[config.mk]
export PLATFORM = sky130hd
export DESIGN_NAME = apb_timer_slave_flat
export DESIGN_NICKNAME = d
export VERILOG_FILES = /design/src/rtl/apb_timer_slave_pkg.sv /design/src/rtl/apb_timer_slave_if.sv /design/src/rtl/apb_timer_counter.sv /design/src/rtl/apb_timer_slave.sv /design/src/flat_wrapper.sv
export SDC_FILE = /design/constraint.sdc
export NUM_CORES = 1
export LEC_CHECK = 0
export ABC_CLOCK_PERIOD_IN_PS = 9350
export CAP_MARGIN = 25
export CORE_ASPECT_RATIO = 1.75
export CORE_MARGIN = 2
export CORE_UTILIZATION = 59
export DETAILED_ROUTE_END_ITERATION = 12
export HOLD_SLACK_MARGIN = 0.12
export PLACE_DENSITY = 0.81
export SLEW_MARGIN = 20
export SYNTH_ARGS = -nofsm -noshare
export SYNTH_HDL_FRONTEND = slang
export SYNTH_SLANG_ARGS = --single-unit
export TNS_END_PERCENT = 100
[constraint.sdc]
create_clock -name PCLK -period 9.35 [get_ports PCLK]
set_clock_uncertainty 0.15 [all_clocks]
set_input_delay 1.87 -clock PCLK [delete_from_list [all_inputs] [get_ports PCLK]]
set_output_delay 1.87 -clock PCLK [all_outputs]
set_load 0.02 [all_outputs]
[src/rtl/apb_timer_slave_pkg.sv]
// Shared definitions for the APB timer completer: register map, CTRL bit
// positions, access FSM encoding and the byte-lane merge helper.
package apb_timer_pkg;

  localparam int unsigned CTRL_OFF   = 32'h0000_0000;
  localparam int unsigned LOAD_OFF   = 32'h0000_0004;
  localparam int unsigned COUNT_OFF  = 32'h0000_0008;
  localparam int unsigned STATUS_OFF = 32'h0000_000C;

  localparam int unsigned CTRL_EN_BIT     = 32'd0;
  localparam int unsigned CTRL_AR_BIT     = 32'd1;
  localparam int unsigned CTRL_IRQ_EN_BIT = 32'd2;

  typedef enum logic [1:0] {
    IDLE   = 2'd0,
    WAIT   = 2'd1,
    ACCESS = 2'd2
  } apb_state_e;

  function automatic logic [31:0] apply_strb(input logic [31:0] old_v,
                                             input logic [31:0] new_v,
                                             input logic [3:0]  strb);
    logic [31:0] res;
    res = old_v;
    for (int i = 0; i < 4; i++) begin
      if (strb[i]) begin
        res[8*i +: 8] = new_v[8*i +: 8];
      end
    end
    return res;
  endfunction

endpackage

[src/rtl/apb_timer_slave_if.sv]
// APB3 completer-side bus bundle for the timer. PSLVERR exists only when
// APB_TIMER_PSLVERR_EN is defined.
interface apb_timer_slave_if #(
  parameter int ADDWIDTH  = 8,
  parameter int DATAWIDTH = 32
);
  logic                   PSEL;
  logic                   PENABLE;
  logic                   PWRITE;
  logic [ADDWIDTH-1:0]    PADDR;
  logic [DATAWIDTH/8-1:0] PSTRB;
  logic [DATAWIDTH-1:0]   PWDATA;
  logic                   PREADY;
  logic [DATAWIDTH-1:0]   PRDATA;
`ifdef APB_TIMER_PSLVERR_EN
  logic                   PSLVERR;

  modport master (output PSEL, PENABLE, PWRITE, PADDR, PSTRB, PWDATA,
                  input  PREADY, PRDATA, PSLVERR);
  modport slave  (input  PSEL, PENABLE, PWRITE, PADDR, PSTRB, PWDATA,
                  output PREADY, PRDATA, PSLVERR);
`else
  modport master (output PSEL, PENABLE, PWRITE, PADDR, PSTRB, PWDATA,
                  input  PREADY, PRDATA);
  modport slave  (input  PSEL, PENABLE, PWRITE, PADDR, PSTRB, PWDATA,
                  output PREADY, PRDATA);
`endif
endinterface

[src/rtl/apb_timer_counter.sv]
// 32-bit down-counter with one-shot/auto-reload and a sticky EXPIRED flag.
// A software load beats the decrement; a hardware expiry beats a W1C clear.
module apb_timer_counter (
  input  logic        clk,
  input  logic        rst,
  input  logic        en,
  input  logic        auto_reload,
  input  logic        load_we,
  input  logic [31:0] load_val,
  input  logic [31:0] reload_val,
  input  logic        w1c,
  output logic [31:0] count,
  output logic        expired
);

  logic [31:0] count_r;
  logic        expired_r;
  logic        expire_s;

  // A load cycle suppresses the decrement, and therefore any expiry.
  assign expire_s = ~load_we & en & (count_r == 32'd1);

  // Counter and sticky expiry flag.
  always_ff @(posedge clk or posedge rst) begin
    if (rst) begin
      count_r   <= 32'd0;
      expired_r <= 1'b0;
    end else begin
      if (load_we) begin
        count_r <= load_val;
      end else if (expire_s) begin
        count_r <= auto_reload ? reload_val : 32'd0;
      end else if (en && (count_r > 32'd1)) begin
        count_r <= count_r - 32'd1;
      end else begin
        count_r <= count_r;
      end

      if (expire_s) begin
        expired_r <= 1'b1;
      end else if (w1c) begin
        expired_r <= 1'b0;
      end else begin
        expired_r <= expired_r;
      end
    end
  end

  assign count   = count_r;
  assign expired = expired_r;

endmodule

[src/rtl/apb_timer_slave.sv]
// APB3 timer completer: wait-state access FSM, register decode, level IRQ.
// Optional PSLVERR reporting is enabled with APB_TIMER_PSLVERR_EN.
module apb_timer_slave
  import apb_timer_pkg::*;
#(
  parameter int ADDWIDTH    = 8,
  parameter int DATAWIDTH   = 32,
  parameter int WAIT_CYCLES = 1
) (
  input  logic              PCLK,
  input  logic              PRESET,
  apb_timer_slave_if.slave  apb,
  output logic              IRQ
);

  apb_state_e           state_r, state_nxt_s;
  logic [3:0]           wcnt_r;
  logic                 pready_r, pready_nxt_s;
  logic [DATAWIDTH-1:0] prdata_r, prdata_nxt_s, rdata_s;
  logic [2:0]           ctrl_r, ctrl_wdata_s;
  logic [DATAWIDTH-1:0] load_r, load_wdata_s, count_s;
  logic                 expired_s, irq_r;
  logic [ADDWIDTH-1:0]  addr_off_s;
  logic                 sel_ctrl_s, sel_load_s, sel_count_s, sel_status_s;
  logic                 wr_commit_s, ctrl_we_s, load_we_s, w1c_s;
  logic                 en_rise_s, cnt_load_s;
  logic [DATAWIDTH-1:0] cnt_load_val_s;
  logic                 unused_s;

  assign unused_s     = ^apb.PADDR[1:0];
  assign addr_off_s   = {apb.PADDR[ADDWIDTH-1:2], 2'b00};
  assign sel_ctrl_s   = (addr_off_s == ADDWIDTH'(CTRL_OFF));
  assign sel_load_s   = (addr_off_s == ADDWIDTH'(LOAD_OFF));
  assign sel_count_s  = (addr_off_s == ADDWIDTH'(COUNT_OFF));
  assign sel_status_s = (addr_off_s == ADDWIDTH'(STATUS_OFF));

  // Writes land on the edge closing ACCESS; an all-zero PSTRB touches nothing.
  assign wr_commit_s  = (state_r == ACCESS) & apb.PSEL & apb.PWRITE & (|apb.PSTRB);
  assign ctrl_we_s    = wr_commit_s & sel_ctrl_s;
  assign load_we_s    = wr_commit_s & sel_load_s;
  assign w1c_s        = wr_commit_s & sel_status_s & apb.PSTRB[0] & apb.PWDATA[0];
  assign ctrl_wdata_s = apb.PSTRB[0] ? apb.PWDATA[2:0] : ctrl_r;
  assign load_wdata_s = apply_strb(load_r, apb.PWDATA, apb.PSTRB);

  assign en_rise_s      = ctrl_we_s & ~ctrl_r[CTRL_EN_BIT] & ctrl_wdata_s[CTRL_EN_BIT];
  assign cnt_load_s     = load_we_s | en_rise_s;
  assign cnt_load_val_s = load_we_s ? load_wdata_s : load_r;

  // Read data mux over the current register values.
  always_comb begin
    rdata_s = {DATAWIDTH{1'b0}};
    if (sel_ctrl_s) begin
      rdata_s = {{(DATAWIDTH-3){1'b0}}, ctrl_r};
    end else if (sel_load_s) begin
      rdata_s = load_r;
    end else if (sel_count_s) begin
      rdata_s = count_s;
    end else if (sel_status_s) begin
      rdata_s = {{(DATAWIDTH-1){1'b0}}, expired_s};
    end else begin
      rdata_s = {DATAWIDTH{1'b0}};
    end
  end

  // Access FSM next state; losing PSEL mid-transfer drops back to IDLE.
  always_comb begin
    state_nxt_s = state_r;
    case (state_r)
      IDLE: begin
        if (apb.PSEL && !apb.PENABLE) begin
          state_nxt_s = (WAIT_CYCLES == 0) ? ACCESS : WAIT;
        end else begin
          state_nxt_s = IDLE;
        end
      end
      WAIT: begin
        if (!apb.PSEL) begin
          state_nxt_s = IDLE;
        end else if (wcnt_r <= 4'd1) begin
          state_nxt_s = ACCESS;
        end else begin
          state_nxt_s = WAIT;
        end
      end
      ACCESS:  state_nxt_s = IDLE;
      default: state_nxt_s = IDLE;
    endcase
  end

  // Output values for the coming cycle; PRDATA is captured on ACCESS entry.
  always_comb begin
    pready_nxt_s = 1'b0;
    prdata_nxt_s = {DATAWIDTH{1'b0}};
    if (state_nxt_s == ACCESS) begin
      pready_nxt_s = 1'b1;
      prdata_nxt_s = apb.PWRITE ? {DATAWIDTH{1'b0}} : rdata_s;
    end else begin
      pready_nxt_s = 1'b0;
      prdata_nxt_s = {DATAWIDTH{1'b0}};
    end
  end

  // FSM state, wait-state counter and registered bus outputs.
  always_ff @(posedge PCLK or posedge PRESET) begin
    if (PRESET) begin
      state_r  <= IDLE;
      wcnt_r   <= 4'd0;
      pready_r <= 1'b0;
      prdata_r <= {DATAWIDTH{1'b0}};
    end else begin
      state_r  <= state_nxt_s;
      pready_r <= pready_nxt_s;
      prdata_r <= prdata_nxt_s;
      if ((state_r == IDLE) && (state_nxt_s == WAIT)) begin
        wcnt_r <= 4'(WAIT_CYCLES);
      end else if ((state_r == WAIT) && (wcnt_r != 4'd0)) begin
        wcnt_r <= wcnt_r - 4'd1;
      end else begin
        wcnt_r <= wcnt_r;
      end
    end
  end

  // Software-visible CTRL/LOAD registers and the registered interrupt.
  always_ff @(posedge PCLK or posedge PRESET) begin
    if (PRESET) begin
      ctrl_r <= 3'd0;
      load_r <= {DATAWIDTH{1'b0}};
      irq_r  <= 1'b0;
    end else begin
      ctrl_r <= ctrl_we_s ? ctrl_wdata_s : ctrl_r;
      load_r <= load_we_s ? load_wdata_s : load_r;
      irq_r  <= expired_s & ctrl_r[CTRL_IRQ_EN_BIT];
    end
  end

  apb_timer_counter u_counter (
    .clk         (PCLK),
    .rst         (PRESET),
    .en          (ctrl_r[CTRL_EN_BIT]),
    .auto_reload (ctrl_r[CTRL_AR_BIT]),
    .load_we     (cnt_load_s),
    .load_val    (cnt_load_val_s),
    .reload_val  (load_r),
    .w1c         (w1c_s),
    .count       (count_s),
    .expired     (expired_s)
  );

  assign apb.PREADY = pready_r;
  assign apb.PRDATA = prdata_r;
  assign IRQ        = irq_r;

`ifdef APB_TIMER_PSLVERR_EN
  logic pslverr_r;
  logic err_s;

  assign err_s = ~(sel_ctrl_s | sel_load_s | sel_count_s | sel_status_s)
               | (apb.PWRITE & sel_count_s);

  // Error response travels with PREADY for unmapped or read-only targets.
  always_ff @(posedge PCLK or posedge PRESET) begin
    if (PRESET) begin
      pslverr_r <= 1'b0;
    end else begin
      pslverr_r <= (state_nxt_s == ACCESS) & err_s;
    end
  end

  assign apb.PSLVERR = pslverr_r;
`endif

endmodule

[src/flat_wrapper.sv]
// flat-port wrapper written by rule: the top's interface ports become plain ports
module apb_timer_slave_flat import apb_timer_pkg::*;
#(
  parameter int ADDWIDTH    = 8,
  parameter int DATAWIDTH   = 32,
  parameter int WAIT_CYCLES = 1
)
  (PCLK, PRESET, IRQ, apb_PSEL, apb_PENABLE, apb_PWRITE, apb_PADDR, apb_PSTRB, apb_PWDATA, apb_PREADY, apb_PRDATA);
  apb_timer_slave_if #(.ADDWIDTH(ADDWIDTH), .DATAWIDTH(DATAWIDTH)) apb_i ();
  input  logic PCLK;
  input  logic PRESET;
  output logic IRQ;
  input wire logic [$bits(apb_i.PSEL)-1:0] apb_PSEL;
  input wire logic [$bits(apb_i.PENABLE)-1:0] apb_PENABLE;
  input wire logic [$bits(apb_i.PWRITE)-1:0] apb_PWRITE;
  input wire logic [$bits(apb_i.PADDR)-1:0] apb_PADDR;
  input wire logic [$bits(apb_i.PSTRB)-1:0] apb_PSTRB;
  input wire logic [$bits(apb_i.PWDATA)-1:0] apb_PWDATA;
  output wire logic [$bits(apb_i.PREADY)-1:0] apb_PREADY;
  output wire logic [$bits(apb_i.PRDATA)-1:0] apb_PRDATA;
  assign apb_i.PSEL = apb_PSEL;
  assign apb_i.PENABLE = apb_PENABLE;
  assign apb_i.PWRITE = apb_PWRITE;
  assign apb_i.PADDR = apb_PADDR;
  assign apb_i.PSTRB = apb_PSTRB;
  assign apb_i.PWDATA = apb_PWDATA;
  assign apb_PREADY = apb_i.PREADY;
  assign apb_PRDATA = apb_i.PRDATA;
  apb_timer_slave #(.ADDWIDTH(ADDWIDTH), .DATAWIDTH(DATAWIDTH), .WAIT_CYCLES(WAIT_CYCLES)) u_core (.PCLK(PCLK), .PRESET(PRESET), .apb(apb_i), .IRQ(IRQ));
endmodule
Yosys cells after proc, flatten, opt, wreduce, memory -nomap -nowiden
Cells that the tools add are included.
- add/sub/neg operators: 2
- $lt $le $gt $ge: 2
- equality and inequality tests: 8
- muxes and demuxes: 25
- bitwise logic cells: 16
- reductions and logical operators: 13
- operators by type and width (cell ; count):
    32-bit 2-to-1 mux ; 10
    32-bit by 1-bit == test with 1-bit output, second input constant ; 1
    32-bit by 1-bit > comparator with 1-bit output, second input constant ; 1
    8-bit 2-to-1 mux ; 4
    32-bit by 1-bit subtractor with 32-bit output, second input constant ; 1
    1-bit bitwise AND ; 13
    6-bit by 2-bit == test with 1-bit output, second input constant ; 2
    8-bit logical NOT ; 1
    4-bit 2-to-1 mux ; 2
    6-bit by 1-bit == test with 1-bit output, second input constant ; 1
    1-bit 2-to-1 mux ; 6
    2-bit by 1-bit == test with 1-bit output, second input constant ; 2
    2-bit == test, second input constant ; 2
    4-bit by 1-bit <= comparator with 1-bit output, second input constant ; 1
    1-bit logical AND ; 4
    2-bit 2-to-1 mux ; 2
    2-bit one-hot mux with 2 select lines ; 1
    2-bit nonzero test ; 2
    4-bit nonzero test ; 1
    4-bit OR reduction ; 1
    4-bit by 1-bit subtractor with 4-bit output, second input constant ; 1
    3-bit nonzero test ; 1
    2-bit logical NOT ; 1
    1-bit inverter ; 2
    other kinds (3) ; 3
- bits in registers: 108
- output and inout port bits: 34
- word-level logic and storage cells: 76

Logic depth before layout (Yosys ltp)
Gate-level depths: netlist (run 1).
- word-level depth: 13
- gate-level depth with buffers: 10
- mapped depth without buffers: 8

Modules after synthesis
From an unflattened synthesis (run 1), not the netlist that was laid out.
- cell total of the unflattened synthesis: 642
- area total of the unflattened synthesis: 6458.7 um^2
- by module, submodules not included (module ; times used ; cells an instance ; area each (um^2) ; seq. area each (um^2)):
    apb_timer_slave ; 1 ; 291 ; 3706.1 ; 1876.8
    apb_timer_counter ; 1 ; 351 ; 2752.6 ; 825.8

Least setup slack after synthesis (run 1)
No wires, ideal clock.
- path kind: input to register
- start point: input apb_PSTRB[1]
- end point: register u_core.u_counter.count_r[13] (netlist: u_core.u_counter.count[13])
- arrival: 3.627 ns
- required time: 9.079 ns
- slack: 5.452 ns
- stages on the path: 7
- buffers on the path: 1
- cells stage by stage: or4_1 > and4_1 > nor4_1 > buf_2 > nor2_1 > a221o_1 > a22o_1
- word-level cells in the longest chain between the ends: 11
- elaborated cells on any way between the ends: 15
- classes of those cells: mux: 4; bitwise: 9; reduce/logical: 2
- RTL lines (item ; RTL line ; text):
    start: declaration ; flat_wrapper.sv:17 ; input wire logic [$bits(apb_i.PSTRB)-1:0] apb_PSTRB;
    4-bit OR reduction ; apb_timer_slave.sv:38 ; assign wr_commit_s = (state_r == ACCESS) & apb.PSEL & apb.PWRITE & (|apb.PSTRB);
    1-bit bitwise AND ; apb_timer_slave.sv:38 ;
    1-bit bitwise AND ; apb_timer_slave.sv:39 ; assign ctrl_we_s = wr_commit_s & sel_ctrl_s;
    1-bit bitwise AND (2 in a row) ; apb_timer_slave.sv:45 ; assign en_rise_s = ctrl_we_s & ~ctrl_r[CTRL_EN_BIT] & ctrl_wdata_s[CTRL_EN_BIT];
    1-bit OR ; apb_timer_slave.sv:46 ; assign cnt_load_s = load_we_s | en_rise_s;
    1-bit inverter ; apb_timer_counter.sv:21 ; assign expire_s = ~load_we & en & (count_r == 32'd1);
    1-bit bitwise AND (2 in a row) ; apb_timer_counter.sv:21 ;
    32-bit 2-to-1 mux ; apb_timer_counter.sv:31 ; end else if (expire_s) begin
    32-bit 2-to-1 mux ; apb_timer_counter.sv:29 ; if (load_we) begin
    end signal: assignment ; apb_timer_counter.sv:30 ; count_r <= load_val;
    end signal: assignment ; apb_timer_counter.sv:32 ; count_r <= auto_reload ? reload_val : 32'd0;
    end signal: assignment ; apb_timer_counter.sv:34 ; count_r <= count_r - 32'd1;
    end: declaration ; apb_timer_counter.sv:16 ; logic [31:0] count_r;
Parallel ways exist; a longest one is shown, timed or not.
A chain may end at the register's enable or synchronous reset.

Worst setup path after layout (run 1)
- start point: input apb_PADDR[2]
- end point: register u_core.u_counter.count_r[21] (netlist: u_core.u_counter.count[21])
- word-level cells in the longest chain between the ends: 10
- elaborated cells on any way between the ends: 14
- classes of those cells: eq/ne: 1; mux: 3; bitwise: 8; reduce/logical: 2
- RTL lines (item ; RTL line ; text):
    start: declaration ; flat_wrapper.sv:16 ; input wire logic [$bits(apb_i.PADDR)-1:0] apb_PADDR;
    8-bit logical NOT ; apb_timer_slave.sv:32 ; assign sel_ctrl_s = (addr_off_s == ADDWIDTH'(CTRL_OFF));
    1-bit bitwise AND ; apb_timer_slave.sv:39 ;
    1-bit bitwise AND (2 in a row) ; apb_timer_slave.sv:45 ;
    1-bit OR ; apb_timer_slave.sv:46 ;
    1-bit inverter ; apb_timer_counter.sv:21 ;
    1-bit bitwise AND (2 in a row) ; apb_timer_counter.sv:21 ;
    32-bit 2-to-1 mux ; apb_timer_counter.sv:31 ;
    32-bit 2-to-1 mux ; apb_timer_counter.sv:29 ;
Parallel ways exist; a longest one is shown, timed or not.

==> results of run 1 <==
[per-layer routing]
metal / track usage, % / share of wire, % / vias to the layer above
met4: 17.3 / 3.8 / 0
li1: - / - / 2355
met1: 40.7 / 37 / 2648
met3: 4.20 / 7.3 / 52
met2: 55.7 / 52 / 316
met5: 0 / 0 / -
[through the flow]
| stage | setup WS [ns] | std cells |
|---|---|---|
| 2_1_floorplan | 4.48 | 595 |
| 6_report | 4.43 | 787 |
| 4_1_cts | 4.35 | 785 |
| 3_5_place_dp | 4.00 | 770 |
| 3_3_place_gp | 3.98 | 769 |
| 5_1_grt | 4.32 | 787 |
[flip-flops by register name (all words and copies together) (netlist names)]
name,flops
u_core.wcnt_r,4
u_core.ctrl_r,3
u_core.IRQ,1
u_core.apb.PRDATA,32
u_core.u_counter.count,32
u_core.load_r,32
u_core.u_counter.expired,1
u_core.state_r,2
u_core.apb.PREADY,1
[where the power goes]
group / internal, mW / switching, mW / total (mW)
Sequential: 0.486 / 0.0292 / 0.516
Combinational: 0.0637 / 0.0698 / 0.133
Clock: 0.196 / 0.174 / 0.370
[cell families after synthesis]
kind of cell,synth area share [%]
xor gates and xnor gates,1.66
muxes,7.09
buffers and inverters,3.88
DFF,46.6
adders and majority gates,1.08
AOI/OAI and AO/OA,19.7
and+or+nand+nor,20.0
[path summary, 6_finish.rpt]
kind	depth (start not counted)	end	slack (ns)	from
max in group asynchronous	3	u_core.apb.PRDATA[1]	6.01	PRESET
setup / recovery	7	u_core.u_counter.count[21]	4.43	apb_PADDR[2]
hold / removal	1	u_core.IRQ	0.36	u_core.ctrl_r[2]
setup reg to reg	6	u_core.u_counter.count[9]	6.12	u_core.u_counter.count[18]
min in group asynchronous	2	u_core.apb.PRDATA[23]	1.76	PRESET
hold reg to reg	1	u_core.IRQ	0.36	u_core.ctrl_r[2]
[synth_stat cells, types with 7 or more instances]
master	n	share of area, %
buf_2	9	0.78
a221oi_1	7	1.1
nor4_1	11	1.2
nor3_1	12	1.0
or3_1	8	0.86
a22oi_1	32	4.1
mux2_2	31	6.0
dfrtp_1	108	47
clkbuf_1	23	1.5
o21ai_0	24	2.1
nor2_1	73	4.7
o22ai_1	14	1.5
a21oi_1	23	2.0
and3_1	9	0.97
xor2_1	7	1.1
nand4_1	17	1.8
nor2b_1	7	0.75
nand2_1	33	2.1
inv_1	20	1.3
nand3_1	10	0.86
a211oi_1	12	1.6
[cell usage in the layout, fill, tap and decap left out, types with 8 or more instances in the layout]
cell type,n
mux2_2,31
and3_1,9
o22ai_1,14
or3_1,8
nand3_1,10
a22oi_1,32
clkdlybuf4s50_1,80
dfrtp_1,108
a211oi_1,12
nand4_1,17
inv_1,19
nand2_1,33
nor4_1,10
a21oi_1,23
nor2_1,72
clkbuf_16,9
nor3_1,12
o21ai_0,24
[layout make-up]
type | count | area (um2)
repair buffers | 89 | 883
clock inverters | 4 | 32.5
multi-input cells | 433 | 2890
flip-flops and latches | 108 | 2700
clock buffers | 11 | 253
well taps | 122 | 153
inverters | 20 | 77.6
fillers | 729 | 2530
==> metrics.md, run 1 <==
| Metric | Value |
|---|---|
| Util after Layout | `73.4%` |
| Final setup TNS | `0 ns` |
| Routability cong. | `0.950` |
| H-tree Lvls | `3` |
| Routed Antenna Nets | `0` |
| Area of placed instances | `6680 um2` |
| CTS tree | `built` |
| Layout Nets | `715` |
| Starting density of the core | `60.9%` |
| Area Growth Syn to Fin | `20.5%` |
| Slew Limit Headroom | `32.9%` |
| I/O Buffers | `80` |
| Core Box Area | `9530 um2` |
| Clock buffer depth | `2` |
| # hold bufs at CTS | `0` |
| Unrepaired setup endpoints after global routing | `no` |
| Pre-antenna DRT Iters | `5` |
| I/O pins | `83` |
| Synthesized area per cell | `9.76 um2` |
| Total Power | `1.02 mW` |
| Status | `finished, final reports clean` |
| Post-CTS resize count | `0` |
| Crit. End Element | `flip-flop` |
| Leakage | `2.93 nW` |
| CP top delay family | `simple AND/OR/NAND/NOR gates` |
| Critical Path Source Type | `input pin` |
| Buffers and inverters on the worst path | `1` |
| DIE AREA | `10700 um2` |
| Layout cells sized above 1 | `11.7%` |
| Sequential area share after synthesis | `46.6%` |
| DRT iter0 DRCs | `568` |
| Grt ovf | `0` |
| Final Hold Fails | `0` |
| Crit path DAT | `4.99 ns` |
| N_diodes | `0` |
| Critical path's slowest cell | `and2_0` |
| # Post-CTS Setup Buffers | `0` |
| VDD IR max | `0.000108 V` |
| Maxcap violations | `0` |
| Clock Sink Count | `108` |
| Async S/R FF share, synth | `100%` |
| Hpwl dp | `11700 um` |
| Worst hold slack | `0.362 ns` |
| Die Y-Extent | `135 um` |
| Largest net degree at the start of global routing | `70` |
| GRT Util Overall | `32.9%` |
| Mapped cell area | `5810 um2` |
| Final instance area | `7000 um2` |
| Site Rows | `47` |
| Distinct cells, synth | `66` |
| Post-synth EDFFs | `0` |
| Max incr delay on CP | `0.88 ns` |
| Vias | `5371` |
| Top FF cell, synth | `dfrtp_1` |
| First-pass GRT wire length | `27400 um` |
| Tcrit/Tclk final | `52.6%` |
| Initial antenna violation count | `0` |
| Max Freq | `203 MHz` |
| Routed WL per cell | `21.6 um` |
| Hold Path Class | `flip-flop to flip-flop` |
| Max Transition Viols Final | `0` |
| Syn. warnings | `0` |
| CP Class | `input pin to flip-flop` |
| Syn Nets | `649` |
| Via density | `6.82` |
| CP Max Fanout | `17` |
| Register bit count reported by yosys | `108` |
| Clk slew on worst S/H paths | `0.07 ns` |
| Critical path cell sequence | `clkdlybuf4s50_1, nor2b_1, and2_0, and3_1, o22ai_1, a22oi_1, nand3_1` |
| CTS Buf Count | `9` |
| Die X | `79.0 um` |
| WP data required | `9.42 ns` |
| Mapped Cells | `595` |
| Final Setup Violations | `0` |
| # DRC | `0` |
| Vias in the first global route | `5427` |
| Clk Latency, worst-skew pair | `0.35 ns` |
| Root Buffer | `clkbuf_16` |
| Worst-margin pin slew | `1.01 ns` |
| DRT Wirelength | `17000 um` |
| Power Density | `146 nW/um2` |
| Min Tclk post-route | `4.92 ns` |
Note: power is estimated with default switching activity, not from simulation.
==> inputs of run 2 (changes only) <==
--- a/config.mk
+++ b/config.mk
@@ -5,14 +5,14 @@
 export SDC_FILE = /design/constraint.sdc
 export NUM_CORES = 1
 export LEC_CHECK = 0
-export ABC_CLOCK_PERIOD_IN_PS = 9350
+export ABC_CLOCK_PERIOD_IN_PS = 5050
 export CAP_MARGIN = 25
 export CORE_ASPECT_RATIO = 1.75
 export CORE_MARGIN = 2
-export CORE_UTILIZATION = 59
+export CORE_UTILIZATION = 55
 export DETAILED_ROUTE_END_ITERATION = 12
 export HOLD_SLACK_MARGIN = 0.12
-export PLACE_DENSITY = 0.81
+export PLACE_DENSITY = 0.76
 export SLEW_MARGIN = 20
 export SYNTH_ARGS = -nofsm -noshare
 export SYNTH_HDL_FRONTEND = slang
==> constraint.sdc (replaced) <==
create_clock -name PCLK -period 5.05 [get_ports PCLK]
set_clock_uncertainty 0.15 [all_clocks]
set_input_delay 1.01 -clock PCLK [delete_from_list [all_inputs] [get_ports PCLK]]
set_output_delay 1.01 -clock PCLK [all_outputs]
set_load 0.02 [all_outputs]
==> metrics.md, run 2 (synthesis results as in run 1) <==
| Metric | Value |
|---|---|
| Status | `finished, final reports clean (unchanged)` |
| Crit. End Element | `flip-flop (unchanged)` |
| Starting density of the core | `56.4% (was 60.9%)` |
| Vias in the first global route | `5464 (was 5427)` |
| Maxcap violations | `0 (unchanged)` |
| Layout Nets | `722 (was 715)` |
| Routability cong. | `0.965 (was 0.950)` |
| Vias | `5341 (was 5371)` |
| DRT Wirelength | `18100 um (was 17000 um)` |
| Die Y-Extent | `140 um (was 135 um)` |
| Tcrit/Tclk final | `72.6%` |
| Clk slew on worst S/H paths | `0.07 ns (about the same)` |
| Buffers and inverters on the worst path | `1 (unchanged)` |
| Final setup TNS | `0 ns (unchanged)` |
| Util after Layout | `68.3% (was 73.4%)` |
| Hold Path End | `u_core.load_r[22] (was u_core.IRQ)` |
| Final Setup Violations | `0 (unchanged)` |
| VDD IR max | `0.000283 V (was 0.000108 V)` |
| CP top delay family | `simple AND/OR/NAND/NOR gates (unchanged)` |
| GRT Util Overall | `32.5% (was 32.9%)` |
| Root Buffer | `clkbuf_16 (unchanged)` |
| Hold Path Class | `flip-flop to flip-flop (unchanged)` |
| Site Rows | `49 (was 47)` |
| CP Class | `input pin to flip-flop (unchanged)` |
| WP data required | `5.14 ns (was 9.42 ns)` |
| Register area | `2700 um2 (unchanged)` |
| Power Density | `269 nW/um2 (was 146 nW/um2)` |
| Worst R2R End | `u_core.u_counter.count[9] (unchanged)` |
| Post-CTS resize count | `0 (unchanged)` |
| Via density | `6.69 (was 6.82)` |
| N_diodes | `0 (unchanged)` |
| Clock Sink Count | `108 (unchanged)` |
| Commonest non-fill, non-tap cell in the layout | `dfrtp_1 (unchanged)` |
| I/O pins | `83 (unchanged)` |
| Reg2Reg Launch Point | `u_core.u_counter.count[28] (was u_core.u_counter.count[18])` |
| Critical path cell sequence | `clkdlybuf4s50_1, or4_1, nand4_1, nand4_1, nor2_2, a211oi_1, o32ai_1 (was clkdlybuf4s50_1, nor2b_1, and2_0, and3_1, o22ai_1, a22oi_1, nand3_1)` |
| Slew Limit Headroom | `39.0% (was 32.9%)` |
| Placed insts | `783 (was 770)` |
| # DRC | `0 (unchanged)` |
| R2R Setup Slk | `1.95 ns (was 6.12 ns)` |
| # fillers | `824 (was 729)` |
| # Post-CTS Setup Buffers | `0 (unchanged)` |
| Total Power | `1.89 mW (was 1.02 mW)` |
| Max Freq | `273 MHz` |
| Crit path DAT | `3.76 ns (was 4.99 ns)` |
| Layout cells sized above 1 | `12.5% (was 11.7%)` |
| Crit. Startpoint | `apb_PSTRB[0] (was apb_PADDR[2])` |
| CTS Buf Count | `9 (unchanged)` |
| Critical path's most frequent cell | `nand4_1` |
| Pre-antenna DRT Iters | `5 (unchanged)` |
| Worst-margin pin slew | `0.913 ns (was 1.01 ns)` |
| Most frequent cells in the layout | `dfrtp_1, clkdlybuf4s50_1, nor2_1, nand2_1, a22oi_1 (unchanged)` |
| Unrepaired setup endpoints after global routing | `no (unchanged)` |
| I/O Buffers | `80 (unchanged)` |
| Max Transition Viols Final | `0 (unchanged)` |
| # hold bufs at CTS | `0 (unchanged)` |
| Grt ovf | `0 (unchanged)` |
| First-pass GRT wire length | `27900 um (was 27400 um)` |
| CP Max Fanout | `17 (unchanged)` |
| Routed WL per cell | `22.7 um (was 21.6 um)` |
| Clk Latency, worst-skew pair | `0.35 ns (about the same)` |
| DIE AREA | `11400 um2 (was 10700 um2)` |
| Final Hold Fails | `0 (unchanged)` |
| Max incr delay on CP | `0.74 ns (was 0.88 ns)` |
| Clock buffer depth | `2 (unchanged)` |
| Multi-input gate area | `2890 um2 (about the same)` |
| H-tree Lvls | `3 (unchanged)` |
| Largest net degree at the start of global routing | `40 (was 70)` |
| Core Box Area | `10300 um2 (was 9530 um2)` |
| HP Start | `u_core.load_r[22] (was u_core.ctrl_r[2])` |
| Critical Path Source Type | `input pin (unchanged)` |
| Die X | `81.7 um (was 79.0 um)` |
| Critical path's slowest cell | `nor2_2 (was and2_0)` |
| CTS tree | `built (unchanged)` |
| FF-to-FF path depth | `6 (unchanged)` |
| Routed Antenna Nets | `0 (unchanged)` |
| Initial antenna violation count | `0 (unchanged)` |
| Area Growth Syn to Fin | `21.2% (was 20.5%)` |
| Leakage | `2.95 nW (was 2.93 nW)` |
| Worst hold path cell count | `2 (was 1)` |
| DRT iter0 DRCs | `528 (was 568)` |
| Min Tclk post-route | `3.67 ns` |
| Hpwl dp | `12400 um (was 11700 um)` |
| Worst hold slack | `0.379 ns (was 0.362 ns)` |
| Layout Cells excl Fill | `798 (was 787)` |
==> run 2: cell type report <==
type                       count  share of cell area, %
multi-input combinational    433                   41.1
tap                          127                   2.26
clock buffer                  10                   3.25
clock inverter                 4                  0.747
timing repair buffer          96                   13.2
sequential                   108                   38.4
inverter                      20                   1.10
==> run 2: tightest hold or removal path, cell delays in order (launching register included) <==
cell     delay (ns)
dfrtp_1        0.38
nand2_1        0.06
nand2_1        0.06
==> run 2: layer usage <==
metal / track usage (%) / wire length (um)
met1: 40.6 / 6680
met2: 53.9 / 9290
met3: 4.45 / 1260
met4: 16.4 / 855
met5: 0 / 0
==> run 2: report_power, final <==
| part | switching, mW | leakage [nW] | internal, mW |
|---|---|---|---|
| clock network | 0.314 | 0.127 | 0.380 |
| registers | 0.0524 | 1.43 | 0.901 |
| logic | 0.129 | 1.40 | 0.117 |
==> run 2: per-stage QoR <==
step | setup WS (ns) | instance area (um2)
final | 1.38 | 7040
after global placement | 1.00 | 6740
after floorplan | 1.04 | 5810
after global routing | 1.24 | 7040
after CTS | 1.26 | 7020
after detailed placement | 0.912 | 6740
==> run 2: worst max-delay path by stage <==
stage | slack (ns) | cells after the start | end
detailed placement | 0.91 | 7 | u_core.u_counter.count[26]
CTS | 1.26 | 7 | u_core.u_counter.count[26]
floorplan | 1.04 | 1 | u_core.IRQ
global placement | 1.00 | 7 | u_core.u_counter.count[26]
global route | 1.24 | 7 | u_core.u_counter.count[9]
finish | 1.38 | 7 | u_core.u_counter.count[9]
